[src/rtl/inst_fetch_recv_pkg.sv]
// Shared types and constants for the instruction-fetch response path.
// Optional build macro: FETCH_BYPASS_EN (empty-FIFO bypass in inst_fetch_recv).
package inst_fetch_recv_pkg;

    localparam logic [31:0] RESET_ADDR  = 32'hbfc00000;
    localparam logic [31:0] EXCEPT_ADDR = 32'hbfc00380;
    localparam logic [31:0] NOP_INST    = 32'h00000000;

    typedef struct packed {
        logic [31:0] pc;
        logic [31:0] inst;
        logic        adel;
    } fetch_entry_t;

    typedef enum logic [1:0] {
        IDLE   = 2'd0,
        WAIT   = 2'd1,
        SQUASH = 2'd2
    } fetch_state_t;

endpackage

[src/rtl/inst_fetch_recv_if.sv]
// Fetch request/response and decode-side handshake bundle.
// slave = the fetch receiver, master = PC generator plus decode stage.
interface inst_fetch_recv_if;
    logic        req_valid;
    logic [31:0] req_addr;
    logic        req_adel;
    logic [31:0] rsp_rdata;
    logic        flush;
    logic        fetch_ready;
    logic        out_valid;
    logic        out_ready;
    logic [31:0] out_pc;
    logic [31:0] out_inst;
    logic        out_adel;

    modport slave (
        input  req_valid, req_addr, req_adel, rsp_rdata, flush, out_ready,
        output fetch_ready, out_valid, out_pc, out_inst, out_adel
    );

    modport master (
        output req_valid, req_addr, req_adel, rsp_rdata, flush, out_ready,
        input  fetch_ready, out_valid, out_pc, out_inst, out_adel
    );
endinterface

[src/rtl/inst_fetch_recv_fifo.sv]
// Small circular buffer of fetch entries with push/pop/clear and occupancy count.
// DEPTH must be a power of two so the pointers wrap naturally.
module fetch_fifo
    import inst_fetch_recv_pkg::*;
#(
    parameter int DEPTH = 2
) (
    input  logic                       clk,
    input  logic                       rst,
    input  logic                       clear,
    input  logic                       push,
    input  fetch_entry_t               push_data,
    input  logic                       pop,
    output fetch_entry_t               head,
    output logic [$clog2(DEPTH+1)-1:0] count,
    output logic                       empty
);
    localparam int PW = $clog2(DEPTH);
    localparam int CW = $clog2(DEPTH + 1);

    fetch_entry_t  mem_q [DEPTH];
    fetch_entry_t  mem_d [DEPTH];
    logic [PW-1:0] wptr_q, wptr_d;
    logic [PW-1:0] rptr_q, rptr_d;
    logic [CW-1:0] count_q, count_d;
    logic          do_push, do_pop;

    always_comb begin
        do_pop  = pop & (count_q != '0);
        // a push at full is legal only when the head leaves in the same cycle
        do_push = push & ((count_q != CW'(DEPTH)) | do_pop);
        mem_d   = mem_q;
        wptr_d  = wptr_q;
        rptr_d  = rptr_q;
        count_d = count_q;
        if (clear) begin
            wptr_d  = '0;
            rptr_d  = '0;
            count_d = '0;
        end else begin
            if (do_push) begin
                mem_d[wptr_q] = push_data;
                wptr_d        = wptr_q + PW'(1);
            end
            if (do_pop) begin
                rptr_d = rptr_q + PW'(1);
            end
            count_d = count_q + CW'(do_push) - CW'(do_pop);
        end
    end

    always_ff @(posedge clk) begin
        if (rst) begin
            for (int i = 0; i < DEPTH; i++) mem_q[i] <= '0;
            wptr_q  <= '0;
            rptr_q  <= '0;
            count_q <= '0;
        end else begin
            mem_q   <= mem_d;
            wptr_q  <= wptr_d;
            rptr_q  <= rptr_d;
            count_q <= count_d;
        end
    end

    assign head  = mem_q[rptr_q];
    assign count = count_q;
    assign empty = (count_q == '0);

endmodule

[src/rtl/inst_fetch_recv.sv]
// Pairs SRAM read data with the PC issued a cycle earlier and queues {pc,inst,adel} for decode.
// FETCH_BYPASS_EN: an empty FIFO forwards the arriving response combinationally.
//   state  | meaning
//   IDLE   | no fetch outstanding
//   WAIT   | SRAM data for the pending PC arrives this cycle
//   SQUASH | data arriving this cycle belongs to a flushed path, drop it
module inst_fetch_recv #(
    parameter int          DEPTH    = 2,
    parameter logic [31:0] RESET_PC = inst_fetch_recv_pkg::RESET_ADDR,
    parameter logic [31:0] NOP_INST = inst_fetch_recv_pkg::NOP_INST
) (
    input logic                clk,
    input logic                rst,
    inst_fetch_recv_if.slave   bus
);
    import inst_fetch_recv_pkg::*;

    localparam int CW = $clog2(DEPTH + 1);

    fetch_state_t  state_q, state_d;
    logic [31:0]   pend_addr_q, pend_addr_d;
    logic          pend_adel_q, pend_adel_d;

    logic          accept;
    logic          rsp_live;
    logic          bypass;
    logic          push;
    logic          fifo_pop;
    logic          out_pop;
    logic          out_valid;
    logic          fetch_ready;
    int            occupancy;
    fetch_entry_t  new_entry;
    fetch_entry_t  head;
    logic [CW-1:0] count;
    logic          empty;

    always_comb begin
        rsp_live       = (state_q == WAIT) & ~bus.flush;
        new_entry.pc   = pend_addr_q;
        new_entry.inst = pend_adel_q ? NOP_INST : bus.rsp_rdata;
        new_entry.adel = pend_adel_q;
`ifdef FETCH_BYPASS_EN
        bypass         = empty & rsp_live;
`else
        bypass         = 1'b0;
`endif
        out_valid      = ~empty | bypass;
        out_pop        = out_valid & bus.out_ready;
        // a bypassed entry consumed by decode never enters the FIFO
        push           = rsp_live & ~(bypass & bus.out_ready);
        fifo_pop       = ~empty & bus.out_ready & ~bus.flush;
        occupancy      = int'(count) - int'(out_pop) + int'(state_q == WAIT);
        fetch_ready    = (occupancy < DEPTH);
        accept         = bus.req_valid & fetch_ready;
    end

    always_comb begin
        state_d     = state_q;
        pend_addr_d = pend_addr_q;
        pend_adel_d = pend_adel_q;
        if (accept) begin
            pend_addr_d = bus.req_addr;
            pend_adel_d = bus.req_adel;
        end
        case (state_q)
            IDLE:    state_d = accept ? WAIT : IDLE;
            WAIT: begin
                if (bus.flush)  state_d = SQUASH;
                else if (accept) state_d = WAIT;
                else             state_d = IDLE;
            end
            SQUASH:  state_d = accept ? WAIT : IDLE;
            default: state_d = IDLE;
        endcase
    end

    always_ff @(posedge clk) begin
        if (rst) begin
            state_q     <= IDLE;
            pend_addr_q <= RESET_PC;
            pend_adel_q <= 1'b0;
        end else begin
            state_q     <= state_d;
            pend_addr_q <= pend_addr_d;
            pend_adel_q <= pend_adel_d;
        end
    end

    fetch_fifo #(.DEPTH(DEPTH)) u_fifo (
        .clk       (clk),
        .rst       (rst),
        .clear     (bus.flush),
        .push      (push),
        .push_data (new_entry),
        .pop       (fifo_pop),
        .head      (head),
        .count     (count),
        .empty     (empty)
    );

    always_comb begin
        bus.fetch_ready = fetch_ready;
        bus.out_valid   = out_valid;
        bus.out_pc      = RESET_PC;
        bus.out_inst    = NOP_INST;
        bus.out_adel    = 1'b0;
        if (bypass) begin
            bus.out_pc   = new_entry.pc;
            bus.out_inst = new_entry.inst;
            bus.out_adel = new_entry.adel;
        end else if (~empty) begin
            bus.out_pc   = head.pc;
            bus.out_inst = head.inst;
            bus.out_adel = head.adel;
        end
    end

endmodule

[src/flat_wrapper.sv]
// flat-port wrapper written by rule: the top's interface ports become plain ports
module inst_fetch_recv_flat import inst_fetch_recv_pkg::*;
#(
    parameter int          DEPTH    = 2,
    parameter logic [31:0] RESET_PC = inst_fetch_recv_pkg::RESET_ADDR,
    parameter logic [31:0] NOP_INST = inst_fetch_recv_pkg::NOP_INST
)
  (clk, rst, bus_req_valid, bus_req_addr, bus_req_adel, bus_rsp_rdata, bus_flush, bus_out_ready, bus_fetch_ready, bus_out_valid, bus_out_pc, bus_out_inst, bus_out_adel);
  inst_fetch_recv_if bus_i ();
  input logic clk;
  input logic rst;
  input wire logic [$bits(bus_i.req_valid)-1:0] bus_req_valid;
  input wire logic [$bits(bus_i.req_addr)-1:0] bus_req_addr;
  input wire logic [$bits(bus_i.req_adel)-1:0] bus_req_adel;
  input wire logic [$bits(bus_i.rsp_rdata)-1:0] bus_rsp_rdata;
  input wire logic [$bits(bus_i.flush)-1:0] bus_flush;
  input wire logic [$bits(bus_i.out_ready)-1:0] bus_out_ready;
  output wire logic [$bits(bus_i.fetch_ready)-1:0] bus_fetch_ready;
  output wire logic [$bits(bus_i.out_valid)-1:0] bus_out_valid;
  output wire logic [$bits(bus_i.out_pc)-1:0] bus_out_pc;
  output wire logic [$bits(bus_i.out_inst)-1:0] bus_out_inst;
  output wire logic [$bits(bus_i.out_adel)-1:0] bus_out_adel;
  assign bus_i.req_valid = bus_req_valid;
  assign bus_i.req_addr = bus_req_addr;
  assign bus_i.req_adel = bus_req_adel;
  assign bus_i.rsp_rdata = bus_rsp_rdata;
  assign bus_i.flush = bus_flush;
  assign bus_i.out_ready = bus_out_ready;
  assign bus_fetch_ready = bus_i.fetch_ready;
  assign bus_out_valid = bus_i.out_valid;
  assign bus_out_pc = bus_i.out_pc;
  assign bus_out_inst = bus_i.out_inst;
  assign bus_out_adel = bus_i.out_adel;
  inst_fetch_recv #(.DEPTH(DEPTH), .RESET_PC(RESET_PC), .NOP_INST(NOP_INST)) u_core (.clk(clk), .rst(rst), .bus(bus_i));
endmodule
[config.mk]
export PLATFORM = sky130hd
export DESIGN_NAME = inst_fetch_recv_flat
export DESIGN_NICKNAME = d
export VERILOG_FILES = /design/src/rtl/inst_fetch_recv_pkg.sv /design/src/rtl/inst_fetch_recv_if.sv /design/src/rtl/inst_fetch_recv_fifo.sv /design/src/rtl/inst_fetch_recv.sv /design/src/flat_wrapper.sv
export SDC_FILE = /design/constraint.sdc
export NUM_CORES = 1
export LEC_CHECK = 0
export ABC_AREA = 1
export CAP_MARGIN = 20
export CELL_PAD_IN_SITES_DETAIL_PLACEMENT = 0
export CELL_PAD_IN_SITES_GLOBAL_PLACEMENT = 2
export CORE_AREA = 8 8 176 178
export CTS_BUF_LIST = sky130_fd_sc_hd__clkbuf_4 sky130_fd_sc_hd__clkbuf_8
export DETAILED_ROUTE_END_ITERATION = 8
export DIE_AREA = 0 0 184 186
export PLACE_DENSITY_LB_ADDON = 0.1
export SETUP_SLACK_MARGIN = 0.05
export SLEW_MARGIN = 20
export SYNTH_ARGS = -nofsm -noshare
export SYNTH_HDL_FRONTEND = slang
export SYNTH_SLANG_ARGS = --single-unit
[constraint.sdc]
create_clock -name clk -period 2.5 [get_ports clk]
set_clock_uncertainty 0.1 [all_clocks]
set_input_delay 0.25 -clock clk [delete_from_list [all_inputs] [get_ports clk]]
set_output_delay 0.25 -clock clk [all_outputs]
set_load 0.05 [all_outputs]
After elaboration in Yosys (flattened, before gate mapping)
Cells that the tools add are included.

Register bits: 169. Logic and storage cells: 56.

Reduce and logical (&&, ||, !) cells: 7. $lt $le $gt $ge: 4. Bitwise operators: 11. $add $sub $neg: 6. Multiplexer cells: 13. Equality and inequality tests: 3.

Operator list (number): 65-bit two-way mux (4); 130-bit bitwise mux (1); 32-bit two-way mux (3); 65-bit demux with 1-bit select (1); 32-bit by 2-bit adder with 32-bit output (1); 32-bit by 3-bit < comparator with 1-bit output (second input constant) (1); 1-bit bitwise AND (6); 2-bit >= comparator (second input constant) (2); 2-bit zero test (2); 1-bit NOT with 2-bit output (2); 2-bit one-hot mux with 2 select lines (1); 2-bit OR reduction (2); 2-bit by 1-bit subtractor with 3-bit output (1); 1-bit adder (second input constant) (2); 2-bit by 1-bit adder with 2-bit output (1); 2-bit by 1-bit == test with 1-bit output (second input constant) (1); 2-bit == test (second input constant) (1); 2-bit by 1-bit < comparator with 1-bit output (second input constant) (1); 1-bit two-way mux (2); 2-bit two-way mux (1); 2-bit inequality test (second input constant) (1); 1-bit NOT (2); 2-bit AND reduction (1); 2-bit nonzero test (1); 3 further kinds (3).

Depth between registers and ports, before layout
Gate-level depths: netlist of the first run.

Depth in word-level cells: 10. Mapped depth: 18. Mapped depth without buffers: 16.

By module
From an unflattened synthesis of the first run, not the netlist that was laid out.

Cells, all modules: 1637. Area total of the unflattened synthesis: 9608.0 µm².

Modules (own cells, without submodules): fetch_fifo (cells each 1224, times used 1, area each 7334.5 µm²); inst_fetch_recv (cells each 413, times used 1, area each 2273.4 µm²).

Worst setup path before layout of the first run
OpenSTA, ideal clock, no wires.

Path kind: register -> output. From: reg u_core.u_fifo.count_q[1], in the netlist u_core.u_fifo.count[1]. To: out bus_fetch_ready. Data required time: 2.150 ns. Stages on the path, launching flop included: 16. Buffers on the path: 3. Setup slack: -0.219 ns. Data arrival time: 2.369 ns. Cells stage by stage: dfxtp_1 nor2_1 buf_2 nor2_4 ha_1 ha_1 inv_1 ha_1 inv_1 ha_1 nand2_1 nor2_1 nand2_1 nand2_1 buf_2 buf_4.

Word-level cells in the longest chain between the ends: 6.

RTL lines: start, declared (line inst_fetch_recv_fifo.sv:25) `logic [CW-1:0] count_q, count_d;`; start signal, assigned (line inst_fetch_recv_fifo.sv:62) `count_q <= count_d;`; 2-bit zero test (line inst_fetch_recv_fifo.sv:68) `assign empty = (count_q == '0);`; 1-bit NOT (line inst_fetch_recv.sv:48) `out_valid = ~empty | bypass;`; 1-bit bitwise AND (line inst_fetch_recv.sv:49) `out_pop = out_valid & bus.out_ready;`; 2-bit by 1-bit subtractor with 3-bit output * (line inst_fetch_recv.sv:53) `occupancy = int'(count) - int'(out_pop) + int'(state_q == WAIT);`; 32-bit by 2-bit adder with 32-bit output * (line inst_fetch_recv.sv:53); 32-bit by 3-bit < comparator with 1-bit output * (line inst_fetch_recv.sv:54) `fetch_ready = (occupancy < DEPTH);`; end, declared (line flat_wrapper.sv:18) `output wire logic [$bits(bus_i.fetch_ready)-1:0] bus_fetch_ready;`.

Mark *: on every way between the ends. The rest lies on a longest branch, timed or not.

Worst setup path in the final report of the first run
From: reg u_core.u_fifo.count_q[0], in the netlist u_core.u_fifo.count[0]. To: out bus_fetch_ready.

Same word-level chain as after synthesis.

==> results of run 1 <==
[path summary, 6_finish.rpt]
path / start / endpoint / cells after the start / slack [ns]
worst max register to register: u_core.u_fifo.count[0] / u_core.pend_addr_q[13] / 17 / 0.04
worst min-delay path: bus_req_valid / u_core.pend_addr_q[29] / 3 / 0.22
worst max-delay path: u_core.u_fifo.count[0] / bus_fetch_ready / 14 / -0.21
worst min register to register: u_core.u_fifo.mem_q[120] / u_core.u_fifo.mem_q[120] / 2 / 0.35
[sequential cells by signal, summed over array words and instances, names as in the netlist]
name and cells:
u_core.u_fifo.count 2, u_core.pend_addr_q 32, u_core.u_fifo.rptr_q 1, u_core.pend_adel_q 1, u_core.state_q 2, u_core.u_fifo.wptr_q 1
u_core.u_fifo.mem_q 130
[area by class of cell]
class / count / area [um2]
Sequential cell: 169 / 3392
Fill cell: 3019 / 17670
Timing Repair Buffer: 171 / 2367
Tap cell: 384 / 480.5
Inverter: 144 / 558.0
Clock buffer: 18 / 241.5
Clock inverter: 13 / 167.7
Multi-Input combinational cell: 654 / 3359
[metrics by stage]
step	cells	setup slack [ns]	hold WS, ns
5_1_grt	1553	-0.3416	0.2250
4_1_cts	1551	-0.2425	0.1738
6_report	1553	-0.2136	0.2162
2_1_floorplan	1048	0.05659	0.2932
3_5_place_dp	1514	-0.3697	0.3409
3_3_place_gp	1514	-0.3351	0.3350
[critical path, stage by stage, from the launching register on]
cell and delay, ns:
dfxtp_4 0.37, nor2_4 0.11, nor2_4 0.05, ha_4 0.16, ha_4 0.23, inv_2 0.06, ha_4 0.13, inv_4 0.04
ha_4 0.26, nand2_4 0.04, nor2_4 0.09, nand2_2 0.07, nand2_4 0.09, buf_12 0.10, buf_12 0.12
[cell usage after synthesis, drive strengths merged]
cell type  number  share of area, %
a21oi         221                15
buf            42               3.7
clkbuf         39               2.0
clkinv          2              0.12
dfxtp         169                45
ha             10               1.7
inv           142               7.2
nand2         175               8.9
nand3          46               3.5
nor2           66               3.5
nor3            1             0.067
o21ai         133               8.9
xor2            2              0.24
[where the power goes]
group	switching, mW	internal (mW)
Clock	1.08	1.00
Combinational	0.436	0.317
Sequential	0.0612	2.79
Total	1.58	4.11
[repair_timing]
action | CTS | global route
pin swaps | 5 | 7
cloned | 3 | 1
buffers inserted | 3 | 1
endpoints found under the setup margin | 80 | 75
resized for setup | 55 | 30
endpoints found under the hold margin | 0 | 0
[routing by layer]
layer  up-vias  GRT usage [%]
met5         -              0
met4         0          2.904
met3         7          3.318
met2       122          23.10
met1      3155          19.24
li1       3585              -
[logic make-up (layout without fill, tap and decap cells)]
kind of cell | count (synthesis) | after routing | share of synthesized area (%)
AO/OA/AOI/OAI | 354 | 354 | 23.78
AND/OR/NAND/NOR | 288 | 288 | 15.97
adder cells (fa/ha/maj) | 10 | 10 | 1.679
flip-flops | 169 | 169 | 45.41
buffers and inverters | 225 | 346 | 12.93
XOR/XNOR | 2 | 2 | 0.2351
==> results.yml, run 1 <==
run_status:
  status: "finished with violations"
  violations: "negative setup slack"
power:
  vdd_drop_max_mv: 0.3458
  total_leakage_power_nw: 3.944
  p_per_area_nw_per_um2: 538.7
  report.power.total_mw: 5.692
placement:
  dp_hpwl_mm: 14.64
  postPlaceCellArea_um2: 9756
  portBuffers: 136
  routabilityCongestion: 0.6869
flow_run:
  cap_violations: 0
cts:
  cts_buffer_depth: 2
  clkTransAtPathRegs_ns: 0.09
  cts_made_buffers: 17
  ctsHoldBuffers: 0
  clock-root-buffer: "clkbuf_8"
  insertion_delay_ns: 0.45
  cts_sinks: 169
  h-tree-depth: 4
  cts_tree: "done"
timing:
  setup_tns_ns: -0.2136
  fmax_mhz: 368.5
  finalCritPeriodShare_pct: 108.5
  finalHoldViolCount: 0
  maxSlewViolCount: 0
  rsz0062_at_grt: "true"
  layout_min_cycle_time_ns: 2.714
  setup_viol_count_final: 1
  fin_ws_ns: -0.2136
  slew_headroom_pct: 41.73
  worst_slew_pin_slew_ns: 0.8740
route:
  wl_met3_mm: 1.066
  detail-route-antenna-nets: 0
  top_layer_used: "met4"
  wirelength_mm: 24.72
  viasPerCell: 4.423
  wl_per_cell_um: 15.92
  wl_met2_mm: 11.22
  met1_length_mm: 12.29
  drcViolationCount: 0
  drtPass1Iterations: 7
  drt_iter0_markers: 419
  vias: 6869
synth:
  syn_inst: 1048
  yosysUniqueCellTypes: 24
  syn_avg_cell_area_um2: 7.110
  yosysSeqAreaShare_pct: 45.41
  yosysWarnings: 0
  synth_area_um2: 7451
  synth_seq_cells: 169
  synth.net_count: 1128
floorplan:
  core_um2: 28240
  initial_utilization_pct: 26.39
  ios: 137
  die_x_um: 184
  die-area_um2: 34220
  die-height_um: 186
  rows: 62
grt:
  grt.total_usage_pct: 14.31
  grt_max_degree: 68
  antenna_found_initial: 0
  grt_pass1_vias: 6808
  grt_pass1_wl_mm: 38.26
  grt_overflow: 0
cells_and_area:
  synthToLayoutAreaGrowth_pct: 41.81
  drive_above_1_share_pct: 17.19
  layout_commonest_cell: "a21oi_1"
  n_antenna_cell: 0
  final_cell_mix: "a21oi_1, nand2_1, dfxtp_1, inv_1, o21ai_0"
  layout.nets: 1237
  design_area_um2: 10570
  fin_util_pct: 37.42
critical_path:
  path_class: "reg -> out"
  end_kind: "output pin"
  cp.arrival_ns: 2.36
  startpoint_type: "flip-flop"
  path_max_fanout: 3
  required_ns: 2.15
min_path:
  hold_path.class: "in -> reg"
Power figures use the tool's default switching activity.
==> inputs of run 2 (changes only) <==
Settings changed: CTS_CLUSTER_SIZE set to 28.
==> results of run 2 <==
No change in the layout: final DEF, timing and power equal those of run 1.
==> patch 1: new RTL, config.mk and constraints of run 1 <==
Build with the macro `FETCH_BYPASS_EN` defined.
--- a/src/rtl/inst_fetch_recv.sv
+++ b/src/rtl/inst_fetch_recv.sv
@@ -4,6 +4,8 @@
 //   IDLE   | no fetch outstanding
 //   WAIT   | SRAM data for the pending PC arrives this cycle
 //   SQUASH | data arriving this cycle belongs to a flushed path, drop it
+`define FETCH_BYPASS_EN
+
 module inst_fetch_recv #(
     parameter int          DEPTH    = 2,
     parameter logic [31:0] RESET_PC = inst_fetch_recv_pkg::RESET_ADDR,
Formal check against the unedited RTL: not equivalent (a bounded check fails within 4 cycles, from zero or initial values and one cycle with rst high).
==> patch 1 against run 1 <==
The run still ends with setup timing left; maximum frequency is 5.0% lower; sequential cell count unchanged; utilization grew 5.7 points; worst setup slack worse by 140 ps; synthesized area grew 12%; sequential share of layout area is 4.2 points lower; routed wire length grew 24%; final area up 15%; synthesized cell count increased by 15%; highest routed layer unchanged; register-to-register slack worse by 290 ps; critical endpoint unchanged.
Power is not compared: it rests on default switching activity, and its combinational part moved more than twofold at a synthesized area within 25%.
==> patch 1: results (changes against run 1) <==
[clock_network]
postCtsSetupBuffers = 11  ; +8
cts_resized = 26  ; -53%

[timing]
hold_ws_ps = 269  ; +53.2 ps
setup_viol = 35  ; +34
fin_ws_ps = -357  ; -143 ps
worst_margin_pin_slew_ps = 1000  ; +130 ps
final_min_period_over_clock_period_pct = 114  ; +5.7 points
tns_ps = -6250  ; -6030 ps

[min_path]
hold_path_endpoint = u_core.pend_addr_q[29]$_SDFFE_PP1P_

[setup_path]
cp_max_stage_cell = dfxtp_2
cp-startpoint = u_core.state_q[1]$_SDFF_PP0_
reg2reg_setup_slack_ps = -250  ; -290 ps
reg2regPathDepth = 23  ; +6
regToRegEndpoint = u_core.pend_addr_q[26]$_SDFFE_PP1P_
critical_path_peak_fanout = 2  ; -1

[logic_synthesis]
synth_fp_nets = 1284  ; +14%
yosysSeqAreaShare_pct = 40.6  ; -4.8 points
synth.lib_cells_used.distinct = 23  ; -4.2%
synthTopCellsByCount = nand2_1 (245), dfxtp_1 (169), a21oi_1 (158)

[outcome]
violations = setup timing
status = complete, but fails checks

[placement]
dp_slack_ps = -442  ; -72.3 ps
global_placement_routability_congestion = 0.715  ; +4.1%

[cells_and_area]
inverters_excl_clock = 88  ; -39%
final.fill_count = 2918  ; -3.3%
bufAreaShareNonClock_pct = 23.6  ; +1.1 points
num-nets-final = 1399  ; +13%
clkCellAreaFrac_pct = 3.83  ; -0.037 points
sequential_portion_of_the_cell_area_pct = 27.9  ; -4.2 points

[drt]
drt-initial-drc-count = 601  ; +43%

[grt]
first_global_vias = 8463  ; +24%

## patch 1: changes by cell type in the layout (fill, tap and decap cells not counted), moves of 39 or more
| cell | run 1 | this run |
|---|---|---|
| nand4_1 | 0 | 121 |
| o21ai_0 | 129 | 67 |
| nand2_1 | 169 | 229 |
| inv_1 | 137 | 78 |
| nor2_1 | 61 | 118 |
| a21oi_2 | 42 | 3 |
## patch 1: cells by family after synthesis
| logic type | Yosys count | share of synthesized area [%] |
|---|---|---|
| AND/OR/NAND/NOR | 539 | 29.0 |
| AO/OA/AOI/OAI | 281 | 17.4 |
| buffers and inverters | 202 | 11.2 |
| flip-flops | 169 | 40.6 |
| adder cells (fa/ha/maj) | 11 | 1.65 |
| XOR/XNOR | 1 | 0.105 |
## patch 1: routing by layer
layer  vias to the layer above  GRT usage [%]  part of all wire (%)
met4                         0           3.81                  0.78
met2                       215           28.3                    46
met3                        15           3.69                   5.0
li1                       4307              -                     -
met5                         -              0                     0
met1                      4083           23.7                    48
==> patch 2: new RTL, config.mk and constraints of run 1 <==
Made on the original files. Encoding of `fetch_state_t`: now one-hot (3 bits for 3 states).
--- a/src/rtl/inst_fetch_recv_pkg.sv
+++ b/src/rtl/inst_fetch_recv_pkg.sv
@@ -12,10 +12,10 @@
         logic        adel;
     } fetch_entry_t;
 
-    typedef enum logic [1:0] {
-        IDLE   = 2'd0,
-        WAIT   = 2'd1,
-        SQUASH = 2'd2
+    typedef enum logic [2:0] {
+        IDLE   = 3'b001,
+        WAIT   = 3'b010,
+        SQUASH = 3'b100
     } fetch_state_t;
 
 endpackage
Check against the original RTL: same outputs for any inputs over 4 cycles, from zero or initial values and one cycle with rst high; so few cycles prove little.
==> patch 2 against run 1 <==
The flow still finishes with violations (setup timing); combinational power fell by 24%; largest cell class is now multi-input gates; worst setup slack got worse by 70 ps; via count rose by 13%; synthesized cell count rose by 12%; sequential cell count rose by 1; routed wire length rose by 10%; total power fell by 5.4%; maximum frequency fell by 2.5%; synthesized area rose by 5.9%; final area rose by 3.2%.
==> patch 2: results (changes against run 1) <==
[logic_synthesis]
synthTopCellsByCount = nand2_1 (319), a21oi_1 (188), nand3_1 (182)
synth-adder-area-share_pct = 1.74  ; +0.066 points
syn_avg_cell_area_sq_um = 6.73  ; -5.3%
synth_fp_nets = 1253  ; +11%
synth.yosys.warnings = 0  ; unchanged
post_synth_main_area_contributors = dfxtp_1 (43%), nand2_1 (15%), a21oi_1 (12%)
post_synth_xor_area_fraction_pct = 0.111  ; -0.12 points
synthArstFlopShare_pct = 0  ; unchanged
yosysSeqAreaShare_pct = 43.1  ; -2.3 points
synth.lib_cells_used.distinct = 18  ; -25%
synth_compound_gate_area_share_pct = 13.8  ; -10 points

[min_path]
hold_start = rst
worstHoldPathCells = 2  ; -1
hold_path_endpoint = u_core.u_fifo.mem_q[104]$_SDFFE_PP0P_
hold_path_class = in2reg

[setup_path]
reg2regPathDepth = 19  ; +2
critical_path_peak_fanout = 5  ; +2
crit_end = bus_fetch_ready
critPathMaxStageDelay_ps = 340  ; -30 ps
reg2reg_setup_slack_ps = -120  ; -160 ps
regToRegEndpoint = u_core.pend_addr_q[1]$_SDFFE_PP0P_
worstPathArrival_ps = 2430  ; +70 ps
cp_max_stage_cell = dfxtp_2
path_delay_family = adder cells

[timing]
hold_ws_ps = 99.8  ; -116 ps
setup_viol = 28  ; +27
tns_ps = -1470  ; -1250 ps
fin_ws_ps = -283  ; -69.7 ps
worst_margin_pin_slew_ps = 740  ; -134 ps

[placement]
place.detailed.instances = 1625  ; +7.3%
global_placement_routability_congestion = 0.713  ; +3.8%
dp_slack_ps = -332  ; +37.9 ps
dp_hpwl_mm = 15.9  ; +8.5%

[cells_and_area]
num-nets-final = 1363  ; +10%
reg.largest.list = u_core.u_fifo.mem_q (130), u_core.pend_addr_q (32), u_core.state_q (3)
final.fill_count = 3065  ; +1.5%
fraction_of_final_layout_cells_sized_beyond_drive_strength_1_pct = 17.1  ; -0.13 points
antennaDiodeCount = 0  ; unchanged

[clock_network]
cts_buffer_depth = 2  ; unchanged
worst_skew_pair.late_latency_ps = 460
cts_max_level = 4  ; unchanged
clk_transition_reported_paths_ps = 120  ; +30 ps
clock-root-buffer = clkbuf_8

[grt]
first_global_vias = 7755  ; +14%
global_route_wire_length_before_repair_mm = 43.2  ; +13%
groute.usage.overall_pct = 15.9  ; +1.6 points
maximum_number_of_pins_on_one_net_before_global_route_repair = 91  ; +34%

[power_and_ir_drop]
ir_drop_v = 0.000274  ; -21%
power_leakage_uw = 0.00413  ; +4.7%

[drt]
postRouteWirelength_mm = 27.2  ; +10%
drt-initial-drc-count = 383  ; -8.6%
num_vias = 7752  ; +13%
detail_route.wl_per_cell_microns = 16.2  ; +1.8%
drt_pass1_iterations = 5  ; -2

[outcome]
status = complete, but fails checks
violations = setup timing

==> patch 2: cells by family (layout without fill, tap and decap cells) <==
group                    after synthesis  after routing
AO/OA/AOI/OAI                        217            217
flip-flops                           170            170
adder cells (fa/ha/maj)               11             11
buffers and inverters                172            295
AND/OR/NAND/NOR                      601            601
XOR/XNOR                               1              1
==> patch 2: final cells by class <==
class,count,area share [%]
repair buffers,191,21.3
clock inverters,15,1.39
well taps,384,4.41
inverters,72,2.54
flip-flops and latches,170,31.3
clock buffers,17,2.15
multi-input cells,830,37.0
==> patch 2: what timing repair did <==
action,in CTS,in global routing
setup endpoints to repair,62,63
pin swaps,6,10
setup buffers,12,8
gates resized for setup,55,44
hold buffers,0,0
gates cloned,6,1
==> patch 2: power breakdown <==
group          internal [uW]  leakage [uW]  total (uW)  switching, uW
registers               2770       0.00138        2820           48.5
logic                    263       0.00255         571            308
clock network            829      0.000198        1990           1160
total                   3860       0.00413        5380           1520
==> patch 2: worst reg2reg max path: stages, from the launching register on <==
cell and delay, ps:
dfxtp_2 340, inv_2 70, nand2_2 70, nand2_4 60, inv_2 40, ha_4 160
ha_4 240, inv_4 50, ha_4 130, inv_4 40, ha_4 250, nand2_2 40
nor2_2 70, nand2_1 60, nand2_2 90, buf_4 190, bufbuf_16 300, nand3_1 80
nand2_1 90, nor2_1 40
==> patch 2: layer usage <==
metal  global-route usage, %  wire length, microns  part of all wire [%]
met1                    20.2                 12800                    47
met2                    27.5                 13200                    49
met3                    3.08                   972                   3.6
met4                    3.71                   217                  0.80
met5                       0                     0                     0
==> patch 2: metrics by stage <==
stage                     power [uW]  area (sq um)
final                           5380         10900
after global routing            5650         10900
after CTS                       5480         10600
after detailed placement        3390          9790
after global placement          3390          9790
after floorplan                 3160          7940
